[config.mk]
export PLATFORM = sky130hd
export DESIGN_NAME = fir_stim_gen
export DESIGN_NICKNAME = d
export VERILOG_FILES = /design/src/rtl/fir_stim_gen.sv
export SDC_FILE = /design/constraint.sdc
export NUM_CORES = 1
export LEC_CHECK = 0
export CAP_MARGIN = 40
export CORE_ASPECT_RATIO = 1.1
export CORE_UTILIZATION = 55
export DETAILED_ROUTE_END_ITERATION = 10
export GPL_TIMING_DRIVEN = 0
export PLACE_DENSITY = 0.87
export SLEW_MARGIN = 25
export SYNTH_ARGS = -nofsm -noshare
export SYNTH_HDL_FRONTEND = slang
export SYNTH_SLANG_ARGS = --single-unit
[constraint.sdc]
create_clock -name clk -period 8.4 [get_ports clk]
set_clock_uncertainty 0.1 [all_clocks]
set_input_delay 1.68 -clock clk [delete_from_list [all_inputs] [get_ports clk]]
set_output_delay 1.68 -clock clk [all_outputs]
set_load 0.02 [all_outputs]
[src/rtl/fir_stim_gen.sv]
// Programmable test-sample source feeding the FIR filter: sine (quarter-wave ROM),
// impulse, step or PRBS-8, emitted as a one-cycle strobe every i_div+1 clocks.
module fir_stim_gen #(
  parameter int unsigned WW_OUTPUT = 8,
  parameter int unsigned WW_PHASE  = 16,
  parameter int unsigned WW_DIV    = 16
) (
  input  logic                        clk,
  input  logic                        i_srst,
  input  logic                        i_run,
  input  logic [1:0]                  i_mode,
  input  logic [WW_DIV-1:0]           i_div,
  input  logic [WW_PHASE-1:0]         i_fcw,
  input  logic [2:0]                  i_shift,
  output logic signed [WW_OUTPUT-1:0] o_data,
  output logic                        o_en
);

  localparam int unsigned LSH = WW_OUTPUT - 8;

  typedef enum logic [1:0] {
    MODE_SINE    = 2'd0,
    MODE_IMPULSE = 2'd1,
    MODE_STEP    = 2'd2,
    MODE_PRBS    = 2'd3
  } mode_e;

  // First quadrant of a 127-amplitude sine, sampled at bin centres
  localparam logic [6:0] SINE_ROM [64] = '{
    7'd2,   7'd5,   7'd8,   7'd11,  7'd14,  7'd17,  7'd20,  7'd23,
    7'd26,  7'd29,  7'd32,  7'd35,  7'd38,  7'd41,  7'd44,  7'd47,
    7'd50,  7'd53,  7'd56,  7'd58,  7'd61,  7'd64,  7'd67,  7'd69,
    7'd72,  7'd74,  7'd77,  7'd79,  7'd82,  7'd84,  7'd86,  7'd89,
    7'd91,  7'd93,  7'd95,  7'd97,  7'd99,  7'd101, 7'd103, 7'd105,
    7'd106, 7'd108, 7'd110, 7'd111, 7'd113, 7'd114, 7'd115, 7'd117,
    7'd118, 7'd119, 7'd120, 7'd121, 7'd122, 7'd123, 7'd124, 7'd124,
    7'd125, 7'd125, 7'd126, 7'd126, 7'd127, 7'd127, 7'd127, 7'd127
  };

  logic                        run_q;
  mode_e                       mode_q, mode_d;
  logic [WW_DIV-1:0]           cnt_q, cnt_d;
  logic [WW_PHASE-1:0]         phase_q, phase_d;
  logic [7:0]                  lfsr_q, lfsr_d;
  logic                        imp_done_q, imp_done_d;
  logic                        tick;

  logic                        s1_vld_q, s1_vld_d;
  logic                        s1_sine_q, s1_sine_d;
  logic [7:0]                  s1_addr_q, s1_addr_d;
  logic signed [7:0]           s1_raw_q, s1_raw_d;
  logic [2:0]                  s1_shift_q, s1_shift_d;

  logic                        s2_vld_q, s2_vld_d;
  logic signed [7:0]           s2_samp_q, s2_samp_d;
  logic [2:0]                  s2_shift_q, s2_shift_d;

  logic                        o_en_q, o_en_d;
  logic signed [WW_OUTPUT-1:0] o_data_q, o_data_d;

  logic [5:0]                  rom_idx;
  logic signed [7:0]           sine_mag;
  logic signed [7:0]           shifted;

  // Divider, phase accumulator, LFSR and mode latch
  always_comb begin
    tick       = run_q && (cnt_q >= i_div);
    mode_d     = mode_q;
    cnt_d      = cnt_q;
    phase_d    = phase_q;
    lfsr_d     = lfsr_q;
    imp_done_d = imp_done_q;

    if (i_run && !run_q) begin
      mode_d = mode_e'(i_mode);
    end

    if (!i_run) begin
      cnt_d      = '0;
      phase_d    = '0;
      lfsr_d     = 8'h01;
      imp_done_d = 1'b0;
    end else if (tick) begin
      cnt_d      = '0;
      phase_d    = phase_q + i_fcw;
      lfsr_d     = {lfsr_q[6:0], lfsr_q[7] ^ lfsr_q[5] ^ lfsr_q[4] ^ lfsr_q[3]};
      imp_done_d = 1'b1;
    end else if (run_q) begin
      cnt_d = cnt_q + 1'b1;
    end
  end

  // S1: capture sine address or the raw non-sine sample
  always_comb begin
    s1_vld_d   = tick && i_run;
    s1_sine_d  = (mode_q == MODE_SINE);
    s1_addr_d  = phase_q[WW_PHASE-1 -: 8];
    s1_shift_d = i_shift;
    s1_raw_d   = '0;
    case (mode_q)
      MODE_IMPULSE: s1_raw_d = imp_done_q ? 8'sd0 : 8'sd127;
      MODE_STEP:    s1_raw_d = 8'sd127;
      MODE_PRBS:    s1_raw_d = signed'(lfsr_q);
      default:      s1_raw_d = '0;
    endcase
  end

  // S2: quadrant-mirrored ROM read and sign
  always_comb begin
    rom_idx    = s1_addr_q[6] ? ~s1_addr_q[5:0] : s1_addr_q[5:0];
    sine_mag   = signed'({1'b0, SINE_ROM[rom_idx]});
    s2_vld_d   = s1_vld_q && i_run;
    s2_shift_d = s1_shift_q;
    s2_samp_d  = s1_raw_q;
    if (s1_sine_q) begin
      s2_samp_d = s1_addr_q[7] ? -sine_mag : sine_mag;
    end
  end

  // S3: attenuate, sign-extend and align to the top of the output word
  always_comb begin
    shifted  = s2_samp_q >>> s2_shift_q;
    o_en_d   = s2_vld_q && i_run;
    o_data_d = o_data_q;
    if (o_en_d) begin
      o_data_d = WW_OUTPUT'(shifted) <<< LSH;
    end
  end

  always_ff @(posedge clk or posedge i_srst) begin
    if (i_srst) begin
      run_q      <= 1'b0;
      mode_q     <= MODE_SINE;
      cnt_q      <= '0;
      phase_q    <= '0;
      lfsr_q     <= 8'h01;
      imp_done_q <= 1'b0;
      s1_vld_q   <= 1'b0;
      s1_sine_q  <= 1'b0;
      s1_addr_q  <= '0;
      s1_raw_q   <= '0;
      s1_shift_q <= '0;
      s2_vld_q   <= 1'b0;
      s2_samp_q  <= '0;
      s2_shift_q <= '0;
      o_en_q     <= 1'b0;
      o_data_q   <= '0;
    end else begin
      run_q      <= i_run;
      mode_q     <= mode_d;
      cnt_q      <= cnt_d;
      phase_q    <= phase_d;
      lfsr_q     <= lfsr_d;
      imp_done_q <= imp_done_d;
      s1_vld_q   <= s1_vld_d;
      s1_sine_q  <= s1_sine_d;
      s1_addr_q  <= s1_addr_d;
      s1_raw_q   <= s1_raw_d;
      s1_shift_q <= s1_shift_d;
      s2_vld_q   <= s2_vld_d;
      s2_samp_q  <= s2_samp_d;
      s2_shift_q <= s2_shift_d;
      o_en_q     <= o_en_d;
      o_data_q   <= o_data_d;
    end
  end

  assign o_en   = o_en_q;
  assign o_data = o_data_q;

endmodule

# ---- Word-level counts from Yosys, hierarchy flattened
# Memory sizes are Yosys's and may differ from the RTL's.
# Index checks and enable logic that the tools add are counted.
dict set report totals {
  word_cells 56
  memories 1
  romBits 448
  reg_bits 86
  output_inout_bits 9
}
# name depth word_bits rd rd_ports_with_merged_regs write_ports line
set memory_table {}
lappend memory_table {{(name not given)} 64 7 1 0 0 111} ;# sine_mag = signed'({1'b0, SINE_ROM[rom_idx]});
dict set report classes {
  n_lt_le_gt_ge 2
  bitwise_logic 5
  mux 16
  eq_ne 5
  add_sub_neg 3
  shifts 1
  n_reduce_logical 7
}
# cell n
set op_table {}
lappend op_table {{2-to-1 mux 16 bit} 5}
lappend op_table {{2-to-1 mux 8 bit} 4}
lappend op_table {{case mux 8 bit (3 select lines)} 1}
lappend op_table {{2-to-1 mux 7 bit} 3}
lappend op_table {{adder 16 x 1 -> 16 bit, second input constant} 1}
lappend op_table {{adder 16 bit} 1}
lappend op_table {{greater-or-equal comparator 16 bit} 1}
lappend op_table {{negation 7 -> 8 bit} 1}
lappend op_table {{>>> shifter 8 x 3 -> 8 bit} 1}
lappend op_table {{greater-or-equal comparator 7 bit, second input constant} 1}
lappend op_table {{inverter 6 -> 7 bit} 1}
lappend op_table {{2-to-1 mux 6 bit} 1}
lappend op_table {{inverter 6 bit} 1}
lappend op_table {{logical AND 1 bit} 5}
lappend op_table {{equality test 2 bit, second input constant} 2}
lappend op_table {{!= test 3 x 1 -> 1 bit, second input constant} 1}
lappend op_table {{bitwise XOR 1 bit} 3}
lappend op_table {{equality test 2 x 1 -> 1 bit, second input constant} 1}
lappend op_table {{zero test 2 bit} 1}
lappend op_table {{2-to-1 mux 1 bit} 2}
lappend op_table {{!= test 2 x 1 -> 1 bit, second input constant} 1}
lappend op_table {{zero test 1 bit} 1}

# ---- Logic depth before layout (Yosys ltp)
dict set report logic_depth {
  depth_word 9
  mapped_depth 13
  depth_no_buf 11
}

# ---- Worst setup path after synthesis
# Ideal clock, no wire load.
dict set report synth_timing {
  path_kind {input to register}
  start {input i_fcw[0]}
  end {register phase_q[10]}
  setup_slack_ps 4505
  t_required_ps 8221
  stages 9
  arrival_ps 3717
  path_cell_list {ha_1 > fa_1 > a21o_1 > a21oi_1 > o21ai_0 > a31oi_1 > or3b_2 > o211ai_1 > o2bb2ai_1}
}
dict set report synth_via {
  elab_chain_cells 3
}
# item line
set synth_lines {}
lappend synth_lines {{from (decl)} 13} ;# input logic [WW_PHASE-1:0] i_fcw,
lappend synth_lines {{adder 16 bit} 85} ;# phase_d = phase_q + i_fcw;
lappend synth_lines {{2-to-1 mux 16 bit} 83} ;# end else if (tick) begin
lappend synth_lines {{2-to-1 mux 16 bit} 78} ;# if (!i_run) begin
lappend synth_lines {{to (signal assigned)} 152} ;# phase_q <= phase_d;
lappend synth_lines {{to (decl)} 43} ;# logic [WW_PHASE-1:0] phase_q, phase_d;
# Every way passes these cells. The select of a mux whose other input is x is not followed.
# A chain may end at the register's enable or synchronous reset.

# ---- Worst setup path after layout
# Same ends and word-level chain as after synthesis.

==> metrics <==
top-area cell type share of the netlist area=35.2%; Slew Viols, Final=0; DR pass1 iterations=5; DPL Wire Length=11700 µm; setup violators final=0; area of the multi-input gates=0.00357 mm²; Max Cap Viol=0; Num CTS Buffers=9; warnings from Yosys=0; RSZ-0062 raised after global routing=no; RD Place Congestion=0.914; Core Region=0.0105 mm²; Bufs on Longest Clock Path=2; setup TNS=0 ns; xor/xnor share of the synthesized area=5.66%; GRT overflow=0; Post-synth EDFFs=0; nets=828; Setup crit start kind=primary input; Sequential Power Share=46.8%; Fin. Hold Viols=0; average wire per cell in the routed design=18.1 µm; most area-hungry cell type in the Yosys netlist=dfrtp_1; Arr. time, crit path=4.45 ns; Crit Path Class=primary input to flip-flop; vias in the first global route=5588; fmax=233 MHz; antenna violations before repair=0; layout cells sized above 1=7.21%; cell area after placement=0.00673 mm²; clock share of power=42.0%; later-pin clock latency in the skew report=0.35 ns; largest net degree at the start of global routing=53; Cell variety after synth=71; DR vias/cell=6.20; top cells by count, synth=dfrtp_1 (85), nor2_1 (53), o21ai_0 (45); root buffer cell=clkbuf_16; Syn Nets=768; DIE HEIGHT=112 µm; Starting Density=57.3%; Hold Buf Count CTS=0; Power, Total=954 µW; Syn Area/Cell=8.83 µm²; Pwr per Cell Area=136 mW/mm²; main combinational cell family by area after synthesis=compound AO/OA/AOI/OAI gates; Routed Wire Length=16100 µm; Layout Area Growth over Synthesis=16.4%; antenna-violating nets left=0; top-count cell post-synth=dfrtp_1; Synth Area in Compound Gates=21.9%; worst vdd ir=0.107 mV; sequential share of the synthesized area=35.7%; Final Cycle Share=51.0%; status=finished, final reports clean; adder-cell share of the synthesized area=9.24%; total setup buffers inserted after CTS=0; Crit path required time=8.57 ns; placed instance count=876; Reg clk slew, reported paths=0.08 ns; CP Capture Type=flip-flop; post-cts sizing count=0; # DRC=0; Sw Pwr=256 µW; Port Buffer Count=48; Mapped Area=0.00604 mm²; total of fill cells in the finished design=859; multiplexer share of the synthesized area=3.21%; static leakage=3.15 nW; max_slew headroom=49.3%; # rows=39; Final min period=4.28 ns; Hold Path Class=flip-flop to flip-flop; top_reg_cell synth=dfrtp_1; Reg area=0.00215 mm²; Yosys reg bits=86; Int Pwr=698 µW; first-pass GRT wire length=26600 µm; die footprint=0.0114 mm²; CTS sink count=86; Comb power frac=11.2%; transition time of the tightest slew-check pin=0.756 ns; Gate Count Post-Synth=684; fraction of registers with async set/reset=100%; worst-path maximum fanout=3; ranking of synthesized cells by area=dfrtp_1 (35%), ha_1 (8.9%), o21ai_0 (3.7%); Cell Count, Final, Fillers Out=892; final hold slack=0.253 ns; H-tree levels=3; Die Width=102 µm; switch share=26.9%; initial DRC count=445; Via Count=5534; CTS tree=yes; ant diodes=0; Post-Synth Simple-Gate Area=19.0%; num ports=49; Total Routing Usage GR=29.8%; final instance area=0.00703 mm²
==> cell usage in the layout, fill, tap and decap left out, types with 9 or more instances in the layout <==
cell type	Yosys	final
nand2b_1	18	18
nor2b_1	14	14
a21oi_1	44	44
buf_2	12	12
inv_1	35	34
clkbuf_16	0	9
xnor2_1	24	24
dfrtp_1	85	85
nand3_1	32	32
xor2_1	15	15
o21ai_0	45	45
nor3_1	13	13
o21a_1	12	12
nor2_1	53	53
ha_1	43	43
nand2_1	44	44
clkdlybuf4s50_1	0	48
nand4_1	9	9
clkbuf_1	20	20
a21o_1	16	16
==> state kept, by name, summed over array words and instances, names as in the netlist, 2 cells and up <==
signal      cells
cnt_q          16
phase_q        16
lfsr_q          8
o_data          8
s1_addr_q       8
s1_raw_q        8
s2_samp_q       8
s1_shift_q      3
s2_shift_q      3
mode_q          2
==> per-layer routing <==
layer / up-vias / GRT usage [%] / share of wire, %
met5: - / 0 / 0
met4: 0 / 10.7 / 2.8
met3: 43 / 4.96 / 5.8
met2: 239 / 52.5 / 52
met1: 2655 / 36.3 / 40
li1: 2597 / - / -
==> worst max-delay path, stage by stage <==
cell             delay, ns
clkdlybuf4s50_1       0.40
ha_1                  0.23
fa_1                  0.41
a21o_1                0.18
a21oi_1               0.27
o21ai_0               0.20
a31oi_1               0.32
or3b_2                0.50
o211ai_1              0.13
o2bb2ai_1             0.13
==> final timing paths <==
kind,start,cells after the start,slack (ns),to
hold reg to reg,s1_shift_q[1],0,0.25,s2_shift_q[1]
min in group asynchronous,i_srst,2,1.60,s1_shift_q[2]
max in group asynchronous,i_srst,3,5.94,lfsr_q[0]
hold / removal,s1_shift_q[1],0,0.25,s2_shift_q[1]
setup reg to reg,s1_addr_q[6],11,4.35,s2_samp_q[5]
setup / recovery,i_fcw[0],10,4.12,phase_q[10]
==> cell type report <==
cell class,count,area share [%]
Timing Repair Buffer,49,7.23
Buffer,38,2.62
Inverter,36,1.96
Clock inverter,7,1.09
Tap cell,143,2.55
Sequential cell,86,30.6
Clock buffer,9,3.20
Multi-Input combinational cell,524,50.7
==> power by group through the flow <==
stage          sequential [mW]  clock, mW  combinational (mW)
3_5_place_dp             0.454          0               0.106
6_report                 0.446      0.401               0.107
4_1_cts                  0.446      0.405               0.107
3_3_place_gp             0.453          0              0.0987
2_1_floorplan            0.450          0              0.0679
5_1_grt                  0.449      0.419               0.120
==> kinds of logic after synthesis <==
logic type,after synthesis
compound gates,200
fa+ha+maj,44
buf+inv,74
mux,16
xor+xnor,39
flops,86
simple gates,225
==> metrics by stage <==
stage | setup WS (ns) | util (%)
after detailed placement | 3.80 | 63.8
after CTS | 4.16 | 66.7
after global routing | 3.99 | 66.7
after global placement | 3.23 | 63.5
final | 4.12 | 66.7
after floorplan | 4.40 | -
Note: power is estimated with default switching activity, not from simulation.
==> variant 1: new RTL, same settings <==
The parameter `WW_PHASE` goes from 16 to 24.
--- a/src/rtl/fir_stim_gen.sv
+++ b/src/rtl/fir_stim_gen.sv
@@ -2,7 +2,7 @@
 // impulse, step or PRBS-8, emitted as a one-cycle strobe every i_div+1 clocks.
 module fir_stim_gen #(
   parameter int unsigned WW_OUTPUT = 8,
-  parameter int unsigned WW_PHASE  = 16,
+  parameter int unsigned WW_PHASE  = 24,
   parameter int unsigned WW_DIV    = 16
 ) (
   input  logic                        clk,
Ports: changed (resized i_fcw); port bits go from 49 to 57. No check against the original RTL was run, so the function may have changed too.
==> variant 1 against the original RTL <==
Sequential power up 8.5%; via count down 3.6%; design area up 7.4%; total power up 5.1%; wire length down 8.3%; setup slack worse by 210 ps; count of clock-buffer cells in the layout unchanged; synthesized area up 7.1%; non-clock buffer count up 1; clock power about the same; sequential cell count up 8; largest cell class unchanged; highest routed layer unchanged.
==> variant 1: results (changes against the original RTL) <==
Pwr
The reported clock group power is 402 uW (about the same). The power per cell area was 133 nW/um2 (-2.1%). The net switching power figure came to 259 uW (+0.86%). The combinational share of power is 11.6% (+0.4 points).

GRT
The maximum number of pins on one net before global-route repair is 74 (+40%). The met1 demand-to-capacity share in global routing is 30.4% (-5.9 points). The overall routing resource usage was 25.2% (-4.6 points). The met2 track demand over resource is 45.5% (-7.0 points). The wire length of the first global-routing pass was 24600 um (-7.5%).

Finish
The relative area of clock buffers and inverters in the final design was 3.91% (-0.38 points). The count of non-CTS buffers in the layout came to 88 (+1.1%). The layout cell share with drive strength beyond 1 is 9.51% (+2.3 points). The number of nets in the final layout is 852 (+2.9%). The combined area of the multi-input logic cells came to 3800 um2 (+6.6%). The inverter count is 40 (+11%).

The final cell count without fillers was 907 (+1.7%). The non-clock buffering overhead in the final layout is 9.95% (+0.11 points). The count of filler cells inserted in the layout came to 865 (+0.70%).

The sequential portion of the cell area was 31.2% (+0.56 points).

Place
The global placer's final weighted congestion is 0.945 (+3.4%). The count of buffers inserted at the top-level ports is 56 (+17%). The estimated wirelength of the detail-placed design is 10800 um (-7.7%).

Detailed routing
The amount of wire on met3 after detailed routing is 583 um (-37%). The met1 wire length is 6240 um (-2.0%). The mean routed wirelength per cell is 16.3 um (-9.8%). The number of vias after detailed routing is 5335 (-3.6%). The first-iteration detailed-routing DRC count came to 306 (-31%).

Yosys
The proportion of synthesized chip area in sequential cells is 36.4% (+0.71 points). The compound-cell area share of the yosys netlist is 17.3% (-4.6 points). The mux cell area share after synthesis came to 8.30% (+5.1 points).

The commonest cells after synthesis are dfrtp_1, nor2_1, ha_1, nand2_1, o21ai_0. In the post-synthesis netlist, the biggest area contributors are dfrtp_1, ha_1, o21ai_0. The number of nets in the synthesized netlist is 784 (+2.1%). The count of state elements after synthesis is 94 (+9.3%).

Setup path
The cell type group with the largest total delay on the critical path is buffers and inverters. The worst reg-to-reg setup slack is 4040 ps (-310 ps). In this run the critical register-to-register path is captured at s2_samp_q[4]$_DFF_PP0_. In this run the worst setup path terminates at cnt_q[5]$_DFFE_PP0P_. The data arrival time of the critical path is 4670 ps (+220 ps).

The count of cells along the worst register-to-register path was 16 (+5). The worst setup path startpoint is i_div[0]. In this run the critical register-to-register path is launched from s1_addr_q[6]$_DFF_PP0_.

Min path
For hold timing, the worst endpoint is s2_shift_q[2]$_DFF_PP0_. The hold path startpoint is s1_shift_q[2]$_DFF_PP0_.

STA
The headroom to the max-slew limit was 62.4% (+13 points).

Outcome
The flow ran to the end, and the final reports show no timing, DRC or antenna violations.
-- variant 1: cell count changes after synthesis, moves of 7 or more --
cell and delta:
a21oi_1 -12, nand3_1 -12, a21o_1 -8, ha_1 +8, nor3b_1 -7, mux2i_1 +14
dfrtp_1 +8, nor2b_1 +14
-- variant 1: cell families (layout without fill, tap and decap cells) --
family,Yosys count,count (layout)
AO/OA/AOI/OAI,170,170
XOR/XNOR,45,45
adder cells (fa/ha/maj),52,52
buffers and inverters,71,144
flip-flops,94,94
multiplexers,43,43
AND/OR/NAND/NOR,209,209
-- variant 1: per-stage QoR --
step           worst slack [ps]  instance area, um2  hold slack, ps
2_1_floorplan              4170                6470             231
3_3_place_gp               2920                7220             232
3_5_place_dp               3600                7250             236
4_1_cts                    3920                7550             253
5_1_grt                    3680                7550             255
6_report                   3900                7550             251
==> variant 2: new RTL, config.mk and constraints unchanged <==
Without the edit above. Take the reset off `s1_addr_q` and load it in a clocked block of its own.
--- a/src/rtl/fir_stim_gen.sv
+++ b/src/rtl/fir_stim_gen.sv
@@ -137,7 +137,6 @@
       imp_done_q <= 1'b0;
       s1_vld_q   <= 1'b0;
       s1_sine_q  <= 1'b0;
-      s1_addr_q  <= '0;
       s1_raw_q   <= '0;
       s1_shift_q <= '0;
       s2_vld_q   <= 1'b0;
@@ -154,7 +153,6 @@
       imp_done_q <= imp_done_d;
       s1_vld_q   <= s1_vld_d;
       s1_sine_q  <= s1_sine_d;
-      s1_addr_q  <= s1_addr_d;
       s1_raw_q   <= s1_raw_d;
       s1_shift_q <= s1_shift_d;
       s2_vld_q   <= s2_vld_d;
@@ -165,6 +163,10 @@
     end
   end
 
+  always_ff @(posedge clk) begin
+    s1_addr_q <= s1_addr_d;
+  end
+
   assign o_en   = o_en_q;
   assign o_data = o_data_q;
 
Behaviour: same outputs for any inputs over 4 cycles, from zero or initial values and one cycle with i_srst high; that may be too few to reach the edited logic, so the function may still have changed.
==> variant 2 against the original RTL <==
Design area down 0.61%; wire length down 2.2%; critical path depth did not move; sequential cell count unchanged; synthesized area shrank 0.66%; total power fell by 0.34%; setup slack worse by 8.8 ps; highest routed layer unchanged.
==> variant 2: results (changes against the original RTL) <==
Yosys
In the post-synthesis netlist, the biggest area contributors are dfrtp_1, ha_1, o21ai_0. The arithmetic-cell share of the synthesized area counting full adders, half adders and majority gates is 9.30% (+0.062 points). The xor/xnor share of the synthesized area came to 5.69% (+0.038 points). The mux cell area share after synthesis is 3.23% (+0.021 points). Counting instances in the post-synthesis netlist gives the leading cell types as dfrtp_1, nor2_1, o21ai_0, a21oi_1, nand2_1. The share of async-settable or async-resettable flops after synthesis is 90.7% (-9.3 points). The compound-cell area share of the yosys netlist is 22.0% (+0.15 points).

The number of distinct library cells after synthesis is 72 (+1.4%).

Place
The estimated wirelength of the detail-placed design was 11600 um (-1.2%). The global placer's final weighted congestion came to 0.957 (+4.7%). The setup slack after placement is 3770 ps (-33.9 ps).

Pwr
The leakage power figure is 3.10 nW (-1.5%). The peak supply drop came to 0.138 mV (+29%).

Finish
The largest registers in the layout are cnt_q x16, phase_q x16. The count of filler cells inserted in the layout is 810 (-5.7%).

STA
The slew at the pin closest to its max-slew limit is 819 ps (+62.5 ps). The period utilization is 51.1% (+0.11 points).

Setup path
The worst reg-to-reg setup slack is 4280 ps (-70 ps). The termination of the worst setup path is phase_q[10]$_DFFE_PP0P_. The worst register-to-register path begins at s1_addr_q[6]$_DFF_P_.

The count of cells along the worst register-to-register path was 12 (+1). The data arrival time of the critical path was 4450 ps (about the same).

GRT
The wire length of the first global-routing pass came to 26500 um (-0.37%). The overall routing resource usage was 29.5% (-0.26 points). The maximum number of pins on one net before global-route repair came to 56 (+5.7%). The number of global-route vias before repair is 5551 (-0.66%).

Outcome
The flow ran to the end, and the final reports show no timing, DRC or antenna violations.

Clock tree
For the worst-skew pair, the clock arrives at the later sink with an insertion delay of 340 ps.

Detailed routing
The first-iteration detailed-routing DRC count is 361 (-19%). The via count normalized by instance count is 6.19 (-0.29%). The mean routed wirelength per cell is 17.6 um (-2.2%).
## variant 2: worst min-delay path by stage
stage,startpoint,end,slack [ps],cells past startpoint
after floorplan,s1_shift_q[0]$_DFF_PP0_,s2_shift_q[0]$_DFF_PP0_,230,0
after global placement,s1_shift_q[0]$_DFF_PP0_,s2_shift_q[0]$_DFF_PP0_,230,0
final,s1_shift_q[1]$_DFF_PP0_,s2_shift_q[1]$_DFF_PP0_,250,0
after detailed placement,s1_shift_q[1]$_DFF_PP0_,s2_shift_q[1]$_DFF_PP0_,240,0
after global routing,s1_shift_q[2]$_DFF_PP0_,s2_shift_q[2]$_DFF_PP0_,260,0
after CTS,s1_shift_q[2]$_DFF_PP0_,s2_shift_q[2]$_DFF_PP0_,250,0
## variant 2: layout make-up
class                           instances  area [um2]  area share, %
Clock inverter                          7        73.8           1.06
Inverter                               36         138           1.97
Multi-Input combinational cell        524        3570           51.0
Buffer                                 38         184           2.63
Tap cell                              143         179           2.56
Timing Repair Buffer                   49         508           7.27
Sequential cell                        86        2110           30.2
Clock buffer                            9         225           3.22
## variant 2: kinds of logic after synthesis
family | Yosys count
AOI/OAI and AO/OA | 200
adders and majority gates | 44
buffers and inverters | 74
and+or+nand+nor | 225
DFF | 86
xor gates and xnor gates | 39
muxes | 16
## variant 2: per-layer routing
| metal | vias to the layer above | routed length (um) | track usage (%) |
|---|---|---|---|
| met2 | 232 | 7920 | 50.0 |
| met1 | 2642 | 6400 | 36.5 |
| met3 | 46 | 879 | 4.27 |
| li1 | 2598 | - | - |
| met5 | - | 0 | 0 |
| met4 | 0 | 537 | 14.5 |
## variant 2: worst max-delay path, cell delays in order
cell	delay, ps
clkdlybuf4s50_1	410
ha_1	230
fa_1	430
a21o_1	180
a21oi_1	280
o21ai_0	170
a31oi_1	340
or3b_2	480
o211ai_1	120
o2bb2ai_1	130
## variant 2: metrics by stage
step | hold slack (ps) | instance area, um2 | instances
2_1_floorplan | 231 | 6000 | 684
6_report | 252 | 6990 | 892
3_5_place_dp | 236 | 6690 | 876
3_3_place_gp | 234 | 6660 | 875
4_1_cts | 253 | 6990 | 892
5_1_grt | 260 | 6990 | 892
## variant 2: report_power, final
part / total, mW / internal [mW] / switching (mW) / leakage (nW)
clock: 0.399 / 0.211 / 0.188 / 0.148
combinational: 0.106 / 0.0532 / 0.0531 / 1.86
sequential: 0.446 / 0.433 / 0.0129 / 1.09
total: 0.951 / 0.697 / 0.254 / 3.10
